File: src/rtl/alu_issue_ctrl_pkg.sv
// Shared encodings for the ALU issue controller: opcodes, funct codes,
// ALU operation codes, operand-select and FSM state types.
package alu_issue_ctrl_pkg;

  localparam logic [5:0] OPC_RTYPE = 6'h00;
  localparam logic [5:0] OPC_ADDI  = 6'h08;
  localparam logic [5:0] OPC_SLTI  = 6'h0A;
  localparam logic [5:0] OPC_ANDI  = 6'h0C;
  localparam logic [5:0] OPC_ORI   = 6'h0D;
  localparam logic [5:0] OPC_LUI   = 6'h0F;
  localparam logic [5:0] OPC_MULI  = 6'h1D;

  localparam logic [5:0] FN_SLL = 6'h01;
  localparam logic [5:0] FN_SRL = 6'h02;
  localparam logic [5:0] FN_ADD = 6'h20;
  localparam logic [5:0] FN_SUB = 6'h22;
  localparam logic [5:0] FN_AND = 6'h24;
  localparam logic [5:0] FN_OR  = 6'h25;
  localparam logic [5:0] FN_NOR = 6'h27;
  localparam logic [5:0] FN_SLT = 6'h2A;
  localparam logic [5:0] FN_MUL = 6'h2C;

  localparam logic [5:0] OPRN_NONE = 6'd0;
  localparam logic [5:0] OPRN_ADD  = 6'd1;
  localparam logic [5:0] OPRN_SUB  = 6'd2;
  localparam logic [5:0] OPRN_MUL  = 6'd3;
  localparam logic [5:0] OPRN_SRL  = 6'd4;
  localparam logic [5:0] OPRN_SLL  = 6'd5;
  localparam logic [5:0] OPRN_AND  = 6'd6;
  localparam logic [5:0] OPRN_OR   = 6'd7;
  localparam logic [5:0] OPRN_NOR  = 6'd8;
  localparam logic [5:0] OPRN_SLT  = 6'd9;

  // lui is executed as a left shift of the immediate by this amount
  localparam int LUI_SHIFT = 16;

  typedef enum logic [1:0] {
    ST_IDLE = 2'd0,
    ST_EXEC = 2'd1,
    ST_WB   = 2'd2
  } state_t;

  typedef enum logic {
    OP1_RS  = 1'b0,
    OP1_IMM = 1'b1
  } op1_sel_t;

  typedef enum logic [1:0] {
    OP2_RT  = 2'd0,
    OP2_IMM = 2'd1,
    OP2_C16 = 2'd2
  } op2_sel_t;

endpackage

File: src/rtl/alu_issue_decode.sv
// Combinational instruction decoder: opcode/funct to ALU operation, operand
// selects, extended immediate, destination register and illegal flag.
module alu_issue_decode
  import alu_issue_ctrl_pkg::*;
#(
  parameter int DATA_W     = 32,
  parameter int REG_ADDR_W = 5
) (
  input  logic [31:0]           i_instr,
  output logic [5:0]            o_oprn,
  output op1_sel_t              o_op1_sel,
  output op2_sel_t              o_op2_sel,
  output logic [DATA_W-1:0]     o_imm,
  output logic [REG_ADDR_W-1:0] o_rs,
  output logic [REG_ADDR_W-1:0] o_rt,
  output logic [REG_ADDR_W-1:0] o_dest,
  output logic                  o_illegal
);

  logic [5:0]  w_opcode;
  logic [5:0]  w_funct;
  logic [4:0]  w_shamt;
  logic [15:0] w_imm16;
  logic [DATA_W-1:0] w_imm_sext;
  logic [DATA_W-1:0] w_imm_zext;
  logic [DATA_W-1:0] w_shamt_zext;

  assign w_opcode     = i_instr[31:26];
  assign w_funct      = i_instr[5:0];
  assign w_shamt      = i_instr[10:6];
  assign w_imm16      = i_instr[15:0];
  assign w_imm_sext   = {{(DATA_W-16){w_imm16[15]}}, w_imm16};
  assign w_imm_zext   = {{(DATA_W-16){1'b0}}, w_imm16};
  assign w_shamt_zext = {{(DATA_W-5){1'b0}}, w_shamt};

  assign o_rs = REG_ADDR_W'(i_instr[25:21]);
  assign o_rt = REG_ADDR_W'(i_instr[20:16]);

  always_comb begin
    o_oprn    = OPRN_NONE;
    o_op1_sel = OP1_RS;
    o_op2_sel = OP2_RT;
    o_imm     = w_imm_sext;
    o_dest    = REG_ADDR_W'(i_instr[20:16]);
    o_illegal = 1'b0;
    unique case (w_opcode)
      OPC_RTYPE: begin
        o_dest = REG_ADDR_W'(i_instr[15:11]);
        o_imm  = w_shamt_zext;
        unique case (w_funct)
          FN_ADD:  o_oprn = OPRN_ADD;
          FN_SUB:  o_oprn = OPRN_SUB;
          FN_MUL:  o_oprn = OPRN_MUL;
          FN_AND:  o_oprn = OPRN_AND;
          FN_OR:   o_oprn = OPRN_OR;
          FN_NOR:  o_oprn = OPRN_NOR;
          FN_SLT:  o_oprn = OPRN_SLT;
          FN_SRL: begin
            o_oprn    = OPRN_SRL;
            o_op2_sel = OP2_IMM;
          end
          FN_SLL: begin
            o_oprn    = OPRN_SLL;
            o_op2_sel = OP2_IMM;
          end
          default: o_illegal = 1'b1;
        endcase
      end
      OPC_ADDI: begin
        o_oprn    = OPRN_ADD;
        o_op2_sel = OP2_IMM;
      end
      OPC_MULI: begin
        o_oprn    = OPRN_MUL;
        o_op2_sel = OP2_IMM;
      end
      OPC_SLTI: begin
        o_oprn    = OPRN_SLT;
        o_op2_sel = OP2_IMM;
      end
      OPC_ANDI: begin
        o_oprn    = OPRN_AND;
        o_op2_sel = OP2_IMM;
        o_imm     = w_imm_zext;
      end
      OPC_ORI: begin
        o_oprn    = OPRN_OR;
        o_op2_sel = OP2_IMM;
        o_imm     = w_imm_zext;
      end
      OPC_LUI: begin
        o_oprn    = OPRN_SLL;
        o_op1_sel = OP1_IMM;
        o_op2_sel = OP2_C16;
        o_imm     = w_imm_zext;
      end
      default: o_illegal = 1'b1;
    endcase
  end

endmodule

File: src/rtl/alu_issue_ctrl.sv
// Execute-stage sequencer feeding a combinational 32-bit ALU and the register
// file write port. Optional operand forwarding: define ALU_ISSUE_BYPASS_EN.
module alu_issue_ctrl
  import alu_issue_ctrl_pkg::*;
#(
  parameter int DATA_W     = 32,
  parameter int REG_ADDR_W = 5
) (
  input  logic                  CLK,
  input  logic                  RST,
  input  logic                  INSTR_VALID,
  output logic                  INSTR_READY,
  input  logic [31:0]           INSTR,
  input  logic [DATA_W-1:0]     RS_DATA,
  input  logic [DATA_W-1:0]     RT_DATA,
  output logic [DATA_W-1:0]     ALU_OP1,
  output logic [DATA_W-1:0]     ALU_OP2,
  output logic [5:0]            ALU_OPRN,
  input  logic [DATA_W-1:0]     ALU_RESULT,
  input  logic [31:0]           ALU_ZERO,
  output logic                  WB_VALID,
  input  logic                  WB_READY,
  output logic [REG_ADDR_W-1:0] WB_ADDR,
  output logic [DATA_W-1:0]     WB_DATA,
  output logic                  WB_ZERO,
  output logic                  ILLEGAL
);

  localparam logic [DATA_W-1:0] C_LUI_SHIFT = DATA_W'(LUI_SHIFT);

  state_t                  r_state;
  logic                    r_instr_ready;
  logic [DATA_W-1:0]       r_op1;
  logic [DATA_W-1:0]       r_op2;
  logic [5:0]              r_oprn;
  logic [REG_ADDR_W-1:0]   r_dest;
  logic                    r_wb_valid;
  logic [REG_ADDR_W-1:0]   r_wb_addr;
  logic [DATA_W-1:0]       r_wb_data;
  logic                    r_wb_zero;
  logic                    r_illegal;

  logic [5:0]              w_oprn;
  op1_sel_t                w_op1_sel;
  op2_sel_t                w_op2_sel;
  logic [DATA_W-1:0]       w_imm;
  logic [REG_ADDR_W-1:0]   w_rs;
  logic [REG_ADDR_W-1:0]   w_rt;
  logic [REG_ADDR_W-1:0]   w_dest;
  logic                    w_illegal;
  logic [DATA_W-1:0]       w_rs_val;
  logic [DATA_W-1:0]       w_rt_val;
  logic [DATA_W-1:0]       w_op1;
  logic [DATA_W-1:0]       w_op2;
  logic                    w_accept;
  logic                    w_wb_fire;
  logic                    w_unused;

  alu_issue_decode #(
    .DATA_W     (DATA_W),
    .REG_ADDR_W (REG_ADDR_W)
  ) u_decode (
    .i_instr   (INSTR),
    .o_oprn    (w_oprn),
    .o_op1_sel (w_op1_sel),
    .o_op2_sel (w_op2_sel),
    .o_imm     (w_imm),
    .o_rs      (w_rs),
    .o_rt      (w_rt),
    .o_dest    (w_dest),
    .o_illegal (w_illegal)
  );

  assign w_accept  = INSTR_VALID && r_instr_ready;
  assign w_wb_fire = r_wb_valid && WB_READY;

`ifdef ALU_ISSUE_BYPASS_EN
  logic                  r_fwd_valid;
  logic [REG_ADDR_W-1:0] r_fwd_addr;
  logic [DATA_W-1:0]     r_fwd_data;
  logic                  w_fwd_rs;
  logic                  w_fwd_rt;

  // Remembers the most recent result handed to the register file
  always_ff @(posedge CLK or posedge RST) begin
    if (RST) begin
      r_fwd_valid <= 1'b0;
      r_fwd_addr  <= '0;
      r_fwd_data  <= '0;
    end else if (w_wb_fire) begin
      r_fwd_valid <= 1'b1;
      r_fwd_addr  <= r_wb_addr;
      r_fwd_data  <= r_wb_data;
    end
  end

  assign w_fwd_rs = r_fwd_valid && (r_fwd_addr != '0) && (r_fwd_addr == w_rs);
  assign w_fwd_rt = r_fwd_valid && (r_fwd_addr != '0) && (r_fwd_addr == w_rt);
  assign w_rs_val = w_fwd_rs ? r_fwd_data : RS_DATA;
  assign w_rt_val = w_fwd_rt ? r_fwd_data : RT_DATA;
  assign w_unused = ^ALU_ZERO[31:1];
`else
  assign w_rs_val = RS_DATA;
  assign w_rt_val = RT_DATA;
  assign w_unused = ^{ALU_ZERO[31:1], w_rs, w_rt};
`endif

  always_comb begin
    w_op1 = (w_op1_sel == OP1_IMM) ? w_imm : w_rs_val;
    unique case (w_op2_sel)
      OP2_IMM: w_op2 = w_imm;
      OP2_C16: w_op2 = C_LUI_SHIFT;
      default: w_op2 = w_rt_val;
    endcase
  end

  always_ff @(posedge CLK or posedge RST) begin
    if (RST) begin
      r_state       <= ST_IDLE;
      r_instr_ready <= 1'b1;
      r_op1         <= '0;
      r_op2         <= '0;
      r_oprn        <= OPRN_NONE;
      r_dest        <= '0;
      r_wb_valid    <= 1'b0;
      r_wb_addr     <= '0;
      r_wb_data     <= '0;
      r_wb_zero     <= 1'b0;
      r_illegal     <= 1'b0;
    end else begin
      r_illegal <= 1'b0;
      unique case (r_state)
        ST_IDLE: begin
          if (w_accept) begin
            if (w_illegal) begin
              r_illegal <= 1'b1;
            end else begin
              r_op1         <= w_op1;
              r_op2         <= w_op2;
              r_oprn        <= w_oprn;
              r_dest        <= w_dest;
              r_instr_ready <= 1'b0;
              r_state       <= ST_EXEC;
            end
          end
        end
        ST_EXEC: begin
          r_wb_data <= ALU_RESULT;
          r_wb_zero <= ALU_ZERO[0];
          // Writes to register 0 are dropped, so no handshake is offered
          if (r_dest != '0) begin
            r_wb_addr  <= r_dest;
            r_wb_valid <= 1'b1;
            r_state    <= ST_WB;
          end else begin
            r_instr_ready <= 1'b1;
            r_state       <= ST_IDLE;
          end
        end
        ST_WB: begin
          if (w_wb_fire) begin
            r_wb_valid    <= 1'b0;
            r_instr_ready <= 1'b1;
            r_state       <= ST_IDLE;
          end
        end
        default: begin
          r_wb_valid    <= 1'b0;
          r_instr_ready <= 1'b1;
          r_state       <= ST_IDLE;
        end
      endcase
    end
  end

  assign INSTR_READY = r_instr_ready;
  assign ALU_OP1     = r_op1;
  assign ALU_OP2     = r_op2;
  assign ALU_OPRN    = r_oprn;
  assign WB_VALID    = r_wb_valid;
  assign WB_ADDR     = r_wb_addr;
  assign WB_DATA     = r_wb_data;
  assign WB_ZERO     = r_wb_zero;
  assign ILLEGAL     = r_illegal;

endmodule

File: config.mk
export PLATFORM = sky130hd
export DESIGN_NAME = alu_issue_ctrl
export DESIGN_NICKNAME = d
export VERILOG_FILES = /design/src/rtl/alu_issue_ctrl_pkg.sv /design/src/rtl/alu_issue_decode.sv /design/src/rtl/alu_issue_ctrl.sv
export SDC_FILE = /design/constraint.sdc
export NUM_CORES = 1
export LEC_CHECK = 0
export CORE_UTILIZATION = 40
export CTS_CLUSTER_SIZE = 28
export DETAILED_ROUTE_END_ITERATION = 10
export PLACE_DENSITY = 0.82
export SLEW_MARGIN = 20
export SYNTH_ARGS = -nofsm -noshare
export SYNTH_HDL_FRONTEND = slang
export SYNTH_SLANG_ARGS = --single-unit
File: constraint.sdc
create_clock -name CLK -period 13.5 [get_ports CLK]
set_input_delay 4.05 -clock CLK [delete_from_list [all_inputs] [get_ports CLK]]
set_output_delay 4.05 -clock CLK [all_outputs]
set_load 0.05 [all_outputs]
# Word level (Yosys, flattened, before mapping)

Index checks and enable logic that the tools add are counted.

Bits in registers: 118
Bits of input ports: 164
Output and inout port bits: 111
Logic and storage cells: 79

Equal/unequal tests: 24
Muxes and demuxes: 27
Bitwise operators: 2
Reductions and logical operators: 15

Operators by type and width:

| operator                                       | number |
|---|---|
| case mux 32 bit (2 select lines)               | 2 |
| == test 6 bit (second input constant)          | 7 |
| case mux 6 bit (7 select lines)                | 1 |
| case mux 4 bit (9 select lines)                | 1 |
| 2-to-1 mux 32 bit                              | 1 |
| == test 6 x 4 -> 1 bit (second input constant) | 5 |
| 2-to-1 mux 1 bit                               | 12 |
| case mux 2 bit (3 select lines)                | 2 |
| inequality test 2 bit (second input constant)  | 5 |
| AND reduction 3 bit                            | 3 |
| OR reduction 9 bit                             | 1 |
| 2-to-1 mux 2 bit                               | 4 |
| == test 6 x 1 -> 1 bit (second input constant) | 1 |
| == test 6 x 2 -> 1 bit (second input constant) | 1 |
| == test 6 x 5 -> 1 bit (second input constant) | 1 |
| zero test 6 bit                                | 1 |
| case mux 1 bit (3 select lines)                | 2 |
| OR reduction 6 bit                             | 1 |
| 2-to-1 mux 5 bit                               | 1 |
| nonzero test 5 bit                             | 1 |
| OR reduction 5 bit                             | 1 |
| == test 2 x 1 -> 1 bit (second input constant) | 2 |
| == test 2 bit (second input constant)          | 2 |
| AND reduction 4 bit                            | 1 |
| 7 further kinds                                | 9 |

# Longest topological paths before layout

Gate-level depths: netlist (run 1).

Depth in word-level cells: 7
Depth in mapped cells: 15
Mapped depth without buffers: 10

# By module

A second synthesis (run 1) with hierarchy kept.

Cells, all modules: 473
Area, all modules: 6088.3 µm²

By module, submodules not included:

| module           | times used | cells each | area an instance (µm²) | seq. area each (µm²) |
|---|---|---|---|---|
| alu_issue_ctrl   | 1          | 350        | 5168.7                 | 2954.1 |
| alu_issue_decode | 1          | 123        | 919.6                  | 0.0 |

# Least setup slack after synthesis (run 1)

Ideal clock, no wire load.

Path type: input to register
Start point: in INSTR[28]
End point: reg r_op2[16] (netlist: ALU_OP2[16])
Library setup time: 79 ps
Arrival time: 6692 ps
Required time: 13421 ps
Path slack: 6728 ps
Stages on the path: 15
Buffers on the path: 5
Cells stage by stage: clkbuf_1 nor3_2 nand2_1 buf_2 nor3_1 a31o_2 ha_1 clkbuf_1 nand2b_1 a21oi_1 and3_1 clkbuf_1 clkbuf_1 a21oi_1 mux2i_1

Word-level cells in the longest chain between the ends: 5
Elaborated cells between the ends (all ways): 18
Those cells by class: eq/ne (8); mux (4); bitwise (1); reduce/logical (5)

RTL lines:

| element                                                                                   | RTL line               | source |
|---|---|---|
| from (decl)                                                                               | alu_issue_ctrl.sv:13   | `input logic [31:0] INSTR,` |
| == test 6 x 4 -> 1 bit / == test 6 x 5 -> 1 bit (equally long branches)                   | alu_issue_decode.sv:46 | `unique case (w_opcode)` |
| OR reduction 5 bit (no line) / OR reduction 6 bit (equally long branches)                 | n/a                    |  |
| case mux 2 bit (3 select lines) / case mux 1 bit (2 select lines) (equally long branches) | alu_issue_decode.sv:46 |  |
| == test 2 bit (tied with other cells)                                                     | alu_issue_ctrl.sv:110  | `unique case (w_op2_sel)` |
| case mux 32 bit (2 select lines) / AND reduction 3 bit (equally long branches)            | n/a                    |  |
| to (signal assigned)                                                                      | alu_issue_ctrl.sv:139  | `r_op2 <= w_op2;` |
| to (decl)                                                                                 | alu_issue_ctrl.sv:34   | `logic [DATA_W-1:0] r_op2;` |

Several ways; a longest one is shown, not always the timed one.
A chain may end at the register's enable or synchronous reset.

# Final worst setup path (run 1)

Start point: in INSTR[2]
End point: reg r_op1[0] (netlist: ALU_OP1[0])

Word-level cells in the longest chain between the ends: 6
Elaborated cells between the ends (all ways): 14
Those cells by class: eq/ne (9); mux (2); bitwise (1); reduce/logical (2)

RTL lines:

| element                               | RTL line               | source |
|---|---|---|
| == test 6 bit (tied with other cells) | alu_issue_decode.sv:50 | `unique case (w_funct)` |
| OR reduction 9 bit (no line) (*)      | n/a                    |  |
| 2-to-1 mux 1 bit (*)                  | alu_issue_decode.sv:50 |  |
| case mux 1 bit (2 select lines) (*)   | alu_issue_decode.sv:46 |  |
| NOT 1 bit (no line) (*)               | n/a                    |  |
| AND reduction 3 bit (no line) (*)     | n/a                    |  |
| to (signal assigned)                  | alu_issue_ctrl.sv:138  | `r_op1 <= w_op1;` |
| to (decl)                             | alu_issue_ctrl.sv:33   | `logic [DATA_W-1:0] r_op1;` |

Mark *: on every way between the ends. The rest lies on a longest branch, timed or not.

==> results.txt, run 1 <==
- The share of the Yosys chip area taken by registers is 0.513.
- Filler cell count: 1065
- Counting every instance in the synthesized netlist gives 478.
- Status: finished clean
- Most instantiated library cell after synthesis: sky130_fd_sc_hd__dfrtp_1
- Hold_sp: WB_ADDR[1]$_DFFE_PP0P_
* Share of power burned in registers: 0.275
* Met1 Wirelength: 6200 µm
- The worst hold path belongs to the class flop to flop.
- Diodes inserted: 0
* Wire length on met2: approximately 7700 µm
- Across all layers, the routed design uses 4524 vias.
- Hold repair after CTS inserted 0 buffers.
- Initial detailed-routing violation count: between 200 and 300
- Fraction of layout cells with a size suffix above 1: 0.189
- Gates resized, CTS repair: 0
* Die span in y: 121 µm
- Hold path depth: 2
- Placement Rows: 43
- The average instance in the mapped netlist occupies 11.8 µm².
* Pin count of the biggest net entering global routing: 66
- Synth top area cells: sky130_fd_sc_hd__dfrtp_1 (51%), sky130_fd_sc_hd__mux2_2 (15%), sky130_fd_sc_hd__mux2i_1 (6.9%), sky130_fd_sc_hd__mux2_4 (3.7%), sky130_fd_sc_hd__inv_1 (2.7%)
- TritonCTS built the clock tree.
- Clock power frac: 0.201
* Width of the chip: 121 µm
- Dividing total power by cell area gives a power density of roughly 260 mW/mm².
- Counting along the longest clock path gives a buffer depth of 2.
- First-pass GRT wire length: 23900 µm
- Area growth syn-to-layout: 53.2%
- WP data required: 13800 ps
- Number of nets with antenna violations after routing: 0
- The synthesized design contains 0 enable-type register cells.
- After clock tree synthesis, the clock-pin slew on the worst setup and hold paths is 60 ps.
* Type of element capturing the critical path: flop
- The critical path starts at INSTR[2].
- During placement, the flow inserted port buffers numbering 236.
* RSZ-0062 raised after global routing: no
- Synthesis inferred 116 register bits.
* Critical register-to-register path startpoint: INSTR_READY$_DFFE_PP1P_
- Worst clock skew: 7.23 ps
- Detailed-route wire length: 15600 µm
- Global Route Usage Sum: 0.216
- R2r worst-path depth: 6
- Cell internal power was estimated by the tool at 1.22 mW.
* Total of warnings raised by yosys: 0
- Maximum capacitance violations: 0
- At the worst endpoint, the arrival time is about 7600 ps.
- After detailed routing, the met3 layer carries 1340 µm of wire.
- Adding up every negative setup slack in the final design gives 0 ps.
* RePlAce Congestion: 0.871
- Number of buffers inserted during clock tree synthesis: 17
- Root Driver: sky130_fd_sc_hd__clkbuf_16
* Fraction of power spent switching nets: 0.450
* Core outline area: 0.0138 mm²
- The count of final hold-check violations is 0.
- The max-slew violation count is 0.
- The initial utilization of the core area, before any placement, comes to 0.410.
- The worst path in the final design needs a cycle of 7290 ps, including I/O delays and setup.
- Worst slew margin: 0.311
* Slew at the pin closest to its max-slew limit: 1030 ps
- The netlist uses 52 different library cells.
* Comb pwr share: 0.524
- For this run, design rule violations remaining after detail routing come to 0.
- By count the netlist is led by sky130_fd_sc_hd__dfrtp_1 (115), sky130_fd_sc_hd__mux2_2 (74), sky130_fd_sc_hd__inv_1 (41), sky130_fd_sc_hd__nand2_1 (41), sky130_fd_sc_hd__mux2i_1 (39).
- Using the TritonRoute via totals, the vias-per-cell ratio works out to 5.04.
- Dpl hpwl: 11100 µm
- Die outline area: 0.0146 mm²
- The detailed router used layers up to and including met4.
- In the final design database the tool counted 871 nets.
- H-tree levels: 4
- Element type at the critical path start: input port
* Fmax: 137 MHz
* Final period utilization: 0.540
- Top cell type by total area after synthesis: sky130_fd_sc_hd__dfrtp_1
- The most used flip-flop cell after synthesis is sky130_fd_sc_hd__dfrtp_1.
- The first detailed-routing pass ran for 4 iterations.
- In this run the cell area of the synthesized design comes to between 0.005 and 0.006 mm².
* Boundary pin count: 275
- Initial antenna violation count: 0
- Area share of the largest cell type after synthesis: 0.508
- Final Core Density: 0.628
- Net Sw Power: 0.995 mW
- Worst Path Class, Setup: input port to flop
- The analysis attributes to cell leakage a power of between 3 and 4 nW.
- The number of global-route vias before repair came to 4622.
- Clock latency of the later-clocked register in the worst-skew pair: 410 ps
- Residual overflow from global routing: 0
* Setup violations, final: 0
- Peak supply drop: 127 µV
* Highest fanout seen on the critical path: 60
- Average detailed-routed wire length per instance: about 17 µm
- For this run, asynchronously set or reset flops after synthesis account for 1.00.
- Post-CTS Repair Setup Buffers: 0
- Clock sink total: 116
[layout by cell type, fill, tap and decap left out, types with 4 or more instances in the layout]
cell type                         instances
sky130_fd_sc_hd__nand2_1                 41
sky130_fd_sc_hd__mux2_4                  14
sky130_fd_sc_hd__clkdlybuf4s50_1        236
sky130_fd_sc_hd__nor2_1                   8
sky130_fd_sc_hd__dfrtp_1                115
sky130_fd_sc_hd__a21oi_1                 21
sky130_fd_sc_hd__buf_4                    5
sky130_fd_sc_hd__clkbuf_16               17
sky130_fd_sc_hd__nor3_1                   6
sky130_fd_sc_hd__o21ai_0                 14
sky130_fd_sc_hd__nor2b_1                  4
sky130_fd_sc_hd__nand2b_1                 6
sky130_fd_sc_hd__a22o_1                  14
sky130_fd_sc_hd__inv_1                   40
sky130_fd_sc_hd__mux2i_1                 39
sky130_fd_sc_hd__clkinvlp_4               5
sky130_fd_sc_hd__mux2_2                  74
[state kept, by name, indices dropped and copies added, names as in the netlist]
name,count
ALU_OP1,32
WB_VALID,1
WB_ZERO,1
INSTR_READY,1
WB_DATA,32
ALU_OPRN,4
WB_ADDR,5
r_dest,5
ILLEGAL,1
ALU_OP2,32
r_state,2
[routing by layer]
| layer | global-route usage | vias up |
|---|---|---|
| met5 | 0 | - |
| met4 | 0.0941 | 0 |
| met3 | 0.0714 | 27 |
| met2 | 0.369 | 202 |
| met1 | 0.243 | 2184 |
| li1 | - | 2111 |
[power groups by stage]
stage / clock (mW) / sequential (mW) / combinational, mW
finish: 0.444 / 0.610 / 1.16
global route: 0.469 / 0.630 / 1.21
CTS: 0.452 / 0.612 / 1.17
detailed placement: 0 / 0.614 / 1.17
global placement: 0 / 0.602 / 1.15
floorplan: 0 / 1.16 / 0.202
[cell families after synthesis]
family                   share of synthesized area
multiplexers                                 0.253
flip-flops                                   0.513
AND/OR/NAND/NOR                             0.0751
buffers and inverters                       0.0645
AO/OA/AOI/OAI                               0.0877
adder cells (fa/ha/maj)                    0.00442
other                                     0.000662
XOR/XNOR                                   0.00155
[through the flow]
step	std cells	worst slack [ps]	power (mW)	cell area (µm²)	hold WS, ps
2_1_floorplan	479	6380	1.36	5670	453
3_3_place_gp	866	5910	1.75	8090	470
3_5_place_dp	866	5830	1.78	8090	487
4_1_cts	898	6250	2.23	8680	500
5_1_grt	898	5940	2.31	8680	520
6_report	898	6210	2.21	8680	498
[path summary, 6_finish.rpt]
kind	end	slack, ps
worst max-delay path	ALU_OP1[0]$_DFFE_PP0P_	6210
worst min-delay path	WB_ADDR[1]$_DFFE_PP0P_	500
worst max register to register	ALU_OP1[0]$_DFFE_PP0P_	10460
worst min register to register	WB_ADDR[1]$_DFFE_PP0P_	500
max in group asynchronous	WB_DATA[15]$_DFFE_PP0P_	8150
min in group asynchronous	ALU_OP2[17]$_DFFE_PP0P_	4080
[final cells by class]
type / count / area (µm²) / share of cell area
Clock buffer: 20 / 457 / 0.0526
Clock inverter: 12 / 130 / 0.0150
Inverter: 41 / 156 / 0.0180
Multi-Input combinational cell: 288 / 2400 / 0.277
Sequential cell: 116 / 2900 / 0.335
Tap cell: 180 / 225 / 0.0260
Timing Repair Buffer: 241 / 2400 / 0.277
[worst max-delay path, cell delays in order]
cell and delay (ps):
sky130_fd_sc_hd__clkdlybuf4s50_1 760, sky130_fd_sc_hd__nand2b_1 180, sky130_fd_sc_hd__a21oi_1 100, sky130_fd_sc_hd__or4b_4 560, sky130_fd_sc_hd__a21oi_4 560, sky130_fd_sc_hd__buf_4 880
sky130_fd_sc_hd__mux2_2 430
Power figures use the tool's default switching activity.
==> run 2, diff against run 1 <==
clock period = 7.28 ns   (was 13.5 ns; I/O delays follow)
==> results.txt, run 2 (synthesized netlist as in run 1, its figures left out) <==
- Post-CTS Repair Setup Buffers: 0 (unchanged)
- The maximum clock path buffer count came to 2 (unchanged).
- The switching power as a share of total power was 0.440 (-0.00996).
- Clock sink total: 116 (unchanged)
* Nets@finish: 873 (+0.23%)
- Pin count of the biggest net entering global routing: 62 (-6.1%)
- Type of element capturing the critical path: flop
- Placement Rows: 43 (unchanged)
- The later-pin clock latency in the skew report was 400 ps (about the same).
- The effective utilization at floorplan was 0.410 (unchanged).
- The post-route clock skew came to 4.39 ps (-2.84 ps).
- The clock-pin slew reported for the worst setup and hold paths after clock tree synthesis was 50 ps (about the same).
- The via total after detailed routing came to 4492 (-0.71%).
- Worst endpoint data arrival time: 5660 ps (-1920 ps)
- Gates resized, CTS repair: 0 (unchanged)
* Via count of the first global-routing pass: 4776 (+3.3%)
- Total negative slack for setup checks: 0 ps (unchanged)
* Die span in y: 121 µm (unchanged)
- Reg area: 0.00290 mm² (unchanged)
- The slew at the pin with the worst max-slew slack is 1040 ps (+12.1 ps).
- The count of boundary I/O pins is 275 (unchanged).
- Port-buffer cells: 236 (unchanged)
- The remaining antenna violation count is 0 (unchanged).
* P per Cell Area: 475 mW/mm² (+86%)
- Dpl hpwl: 11100 µm (+0.48%)
- Status: finished clean
* Footprint of the multi-input gates: 0.00240 mm² (unchanged)
* Global Route Usage Sum: 0.214 (-0.00117)
- The routed wire length per instance is 17.0 µm (-2.2%).
- Net Sw Power: 1.82 mW (+83%)
- Count of TritonRoute iterations in the first routing pass: 4 (unchanged)
- The number of cells traversed by the worst register-to-register path came to 6 (unchanged).
- First-pass GRT wire length: 23900 µm (+0.32%)
- Most frequent standard cell in the layout excluding fill and tap cells: sky130_fd_sc_hd__clkdlybuf4s50_1
- Element type at the critical path start: input port
- RePlAce Congestion: 0.846 (-2.8%)
- Clock tree from TritonCTS: built
- Clock power frac: 0.209 (+0.008)
* Cell leakage power: 3.80 nW (+1.1%)
- Endpoint, Worst Hold: WB_ADDR[1]$_DFFE_PP0P_
- Final Core Density: 0.631 (+0.00389)
- The number of buffers created by CTS came to 17 (unchanged).
- The vias per cell is 5.00 (-0.71%).
* Fmax: 187 MHz
- The fraction of final layout cells with drive strength greater than 1 came to 0.189 (unchanged).
- The worst supply voltage drop on vdd was 301 µV (+140%).
- Width of the chip: 121 µm (unchanged)
* Setup violations, final: 0 (unchanged)
* Count of final hold-check violations: 0 (unchanged)
* Filler cell count: 1060 (-0.47%)
- The root buffer cell chosen for the clock tree is sky130_fd_sc_hd__clkbuf_16.
- The max-slew violation count came to 0 (unchanged).
- Number of hold buffers added after CTS: 0 (unchanged)
- Critical register-to-register path startpoint: INSTR_READY$_DFFE_PP1P_
- The total grt overflow is 0 (unchanged).
- Share of power burned in registers: 0.272 (-0.003)
- The detailed router used layers up to and including met4.
- Final period utilization: 0.734
- In this run the worst hold path is classified as flop to flop.
- The number of violations of the max-capacitance limit was 0 (unchanged).
* Residual DRC count: 0 (unchanged)
- Initial antenna violation count: 0 (unchanged)
- The data required time at the worst endpoint is 7600 ps (-6200 ps).
* Worst slew margin: 0.302 (-0.00811)
- Hold path depth: 2 (unchanged)
- The maximum net fanout on the critical path was 16 (-73%).
- The final wirelength is 15200 µm (-2.2%).
* H-tree levels: 4 (unchanged)
- Wire length on met2: 7620 µm (-0.69%)
- Commonest non-fill, non-tap cells in the layout: sky130_fd_sc_hd__clkdlybuf4s50_1 (236), sky130_fd_sc_hd__dfrtp_1 (115), sky130_fd_sc_hd__mux2_2 (74)
- Relative to the synthesized area, the layout overhead comes to 54.2%.
- The met1 wire length is 6140 µm (-0.95%).
* Tmin final: 5340 ps
- The sum of met3 wire segment lengths after detailed routing was 1250 µm (-6.2%).
* Internal power: 2.33 mW (+91%)
- Reg-to-reg slack, setup: 4840 ps (-5620 ps)
- The worst setup path is of the input port to flop kind.
- The core box area came to 0.0138 mm² (unchanged).
- Initial detailed-routing violation count: 195 (-30%)
* RSZ-0062 raised after global routing: no
* Capture instance of the worst register-to-register path: ALU_OP1[11]$_DFFE_PP0P_
- Die outline area: 0.0146 mm² (unchanged)
- In this run the most critical hold path is launched from WB_ADDR[1]$_DFFE_PP0P_.
- The number of antenna cells inserted is 0 (unchanged).
- The portion of total power attributed to combinational logic was 0.519 (-0.005).
==> run 2: changes by cell type in the layout (fill, tap and decap cells not counted) <==
cell / before / now
sky130_fd_sc_hd__clkinv_2: 3 / 4
sky130_fd_sc_hd__bufinv_16: 2 / 4
sky130_fd_sc_hd__inv_6: 1 / 0
sky130_fd_sc_hd__buf_4: 5 / 6
sky130_fd_sc_hd__buf_12: 0 / 1
sky130_fd_sc_hd__clkinvlp_4: 5 / 1
==> run 2: worst max path at each step <==
stage,start,cells after the start,end,slack (ps)
CTS,INSTR[30],11,ALU_OP2[29]$_DFFE_PP0P_,1910
global placement,INSTR[30],11,ALU_OP2[16]$_DFFE_PP0P_,1570
finish,INSTR[30],11,ALU_OP2[26]$_DFFE_PP0P_,1940
detailed placement,INSTR[30],11,ALU_OP2[26]$_DFFE_PP0P_,1510
global route,INSTR[30],11,ALU_OP2[26]$_DFFE_PP0P_,1680
floorplan,RST,1,ALU_OP1[0]$_DFFE_PP0P_,2030
==> run 2: layout make-up <==
class / count / area share
Clock buffer: 20 / 0.0523
Clock inverter: 10 / 0.0179
Inverter: 41 / 0.0179
Multi-Input combinational cell: 288 / 0.275
Sequential cell: 116 / 0.333
Tap cell: 180 / 0.0258
Timing Repair Buffer: 243 / 0.278
==> run 2: critical path, stage by stage <==
cell and delay [ps]:
sky130_fd_sc_hd__clkdlybuf4s50_1 540, sky130_fd_sc_hd__nor3_1 370, sky130_fd_sc_hd__nand2_1 470, sky130_fd_sc_hd__nor3_1 340, sky130_fd_sc_hd__a31o_2 220, sky130_fd_sc_hd__ha_1 240, sky130_fd_sc_hd__nand2b_1 250, sky130_fd_sc_hd__a21oi_1 190
sky130_fd_sc_hd__and3_1 580, sky130_fd_sc_hd__a21oi_1 80, sky130_fd_sc_hd__mux2i_1 190
==> run 2: per-stage QoR <==
step	cells	hold slack (ps)	worst slack [ps]	instance area [µm²]	power [mW]
final	898	489	1940	8730	4.15
after global placement	868	470	1570	8120	3.25
after detailed placement	868	473	1510	8120	3.30
after floorplan	479	453	2030	5670	2.52
after CTS	898	485	1910	8730	4.19
after global routing	898	519	1680	8730	4.33
==> run 2: power by group through the flow <==
| stage | Clock (mW) | Sequential [mW] | Combinational [mW] |
|---|---|---|---|
| 3_3_place_gp | 0 | 1.12 | 2.13 |
| 5_1_grt | 0.915 | 1.17 | 2.24 |
| 6_report | 0.867 | 1.13 | 2.15 |
| 2_1_floorplan | 0 | 2.14 | 0.375 |
| 3_5_place_dp | 0 | 1.14 | 2.16 |
| 4_1_cts | 0.882 | 1.13 | 2.17 |
==> run 2: layer usage <==
layer / track usage / vias up
li1: - / 2120
met5: 0 / -
met3: 0.0752 / 13
met4: 0.0718 / 0
met1: 0.243 / 2185
met2: 0.374 / 174
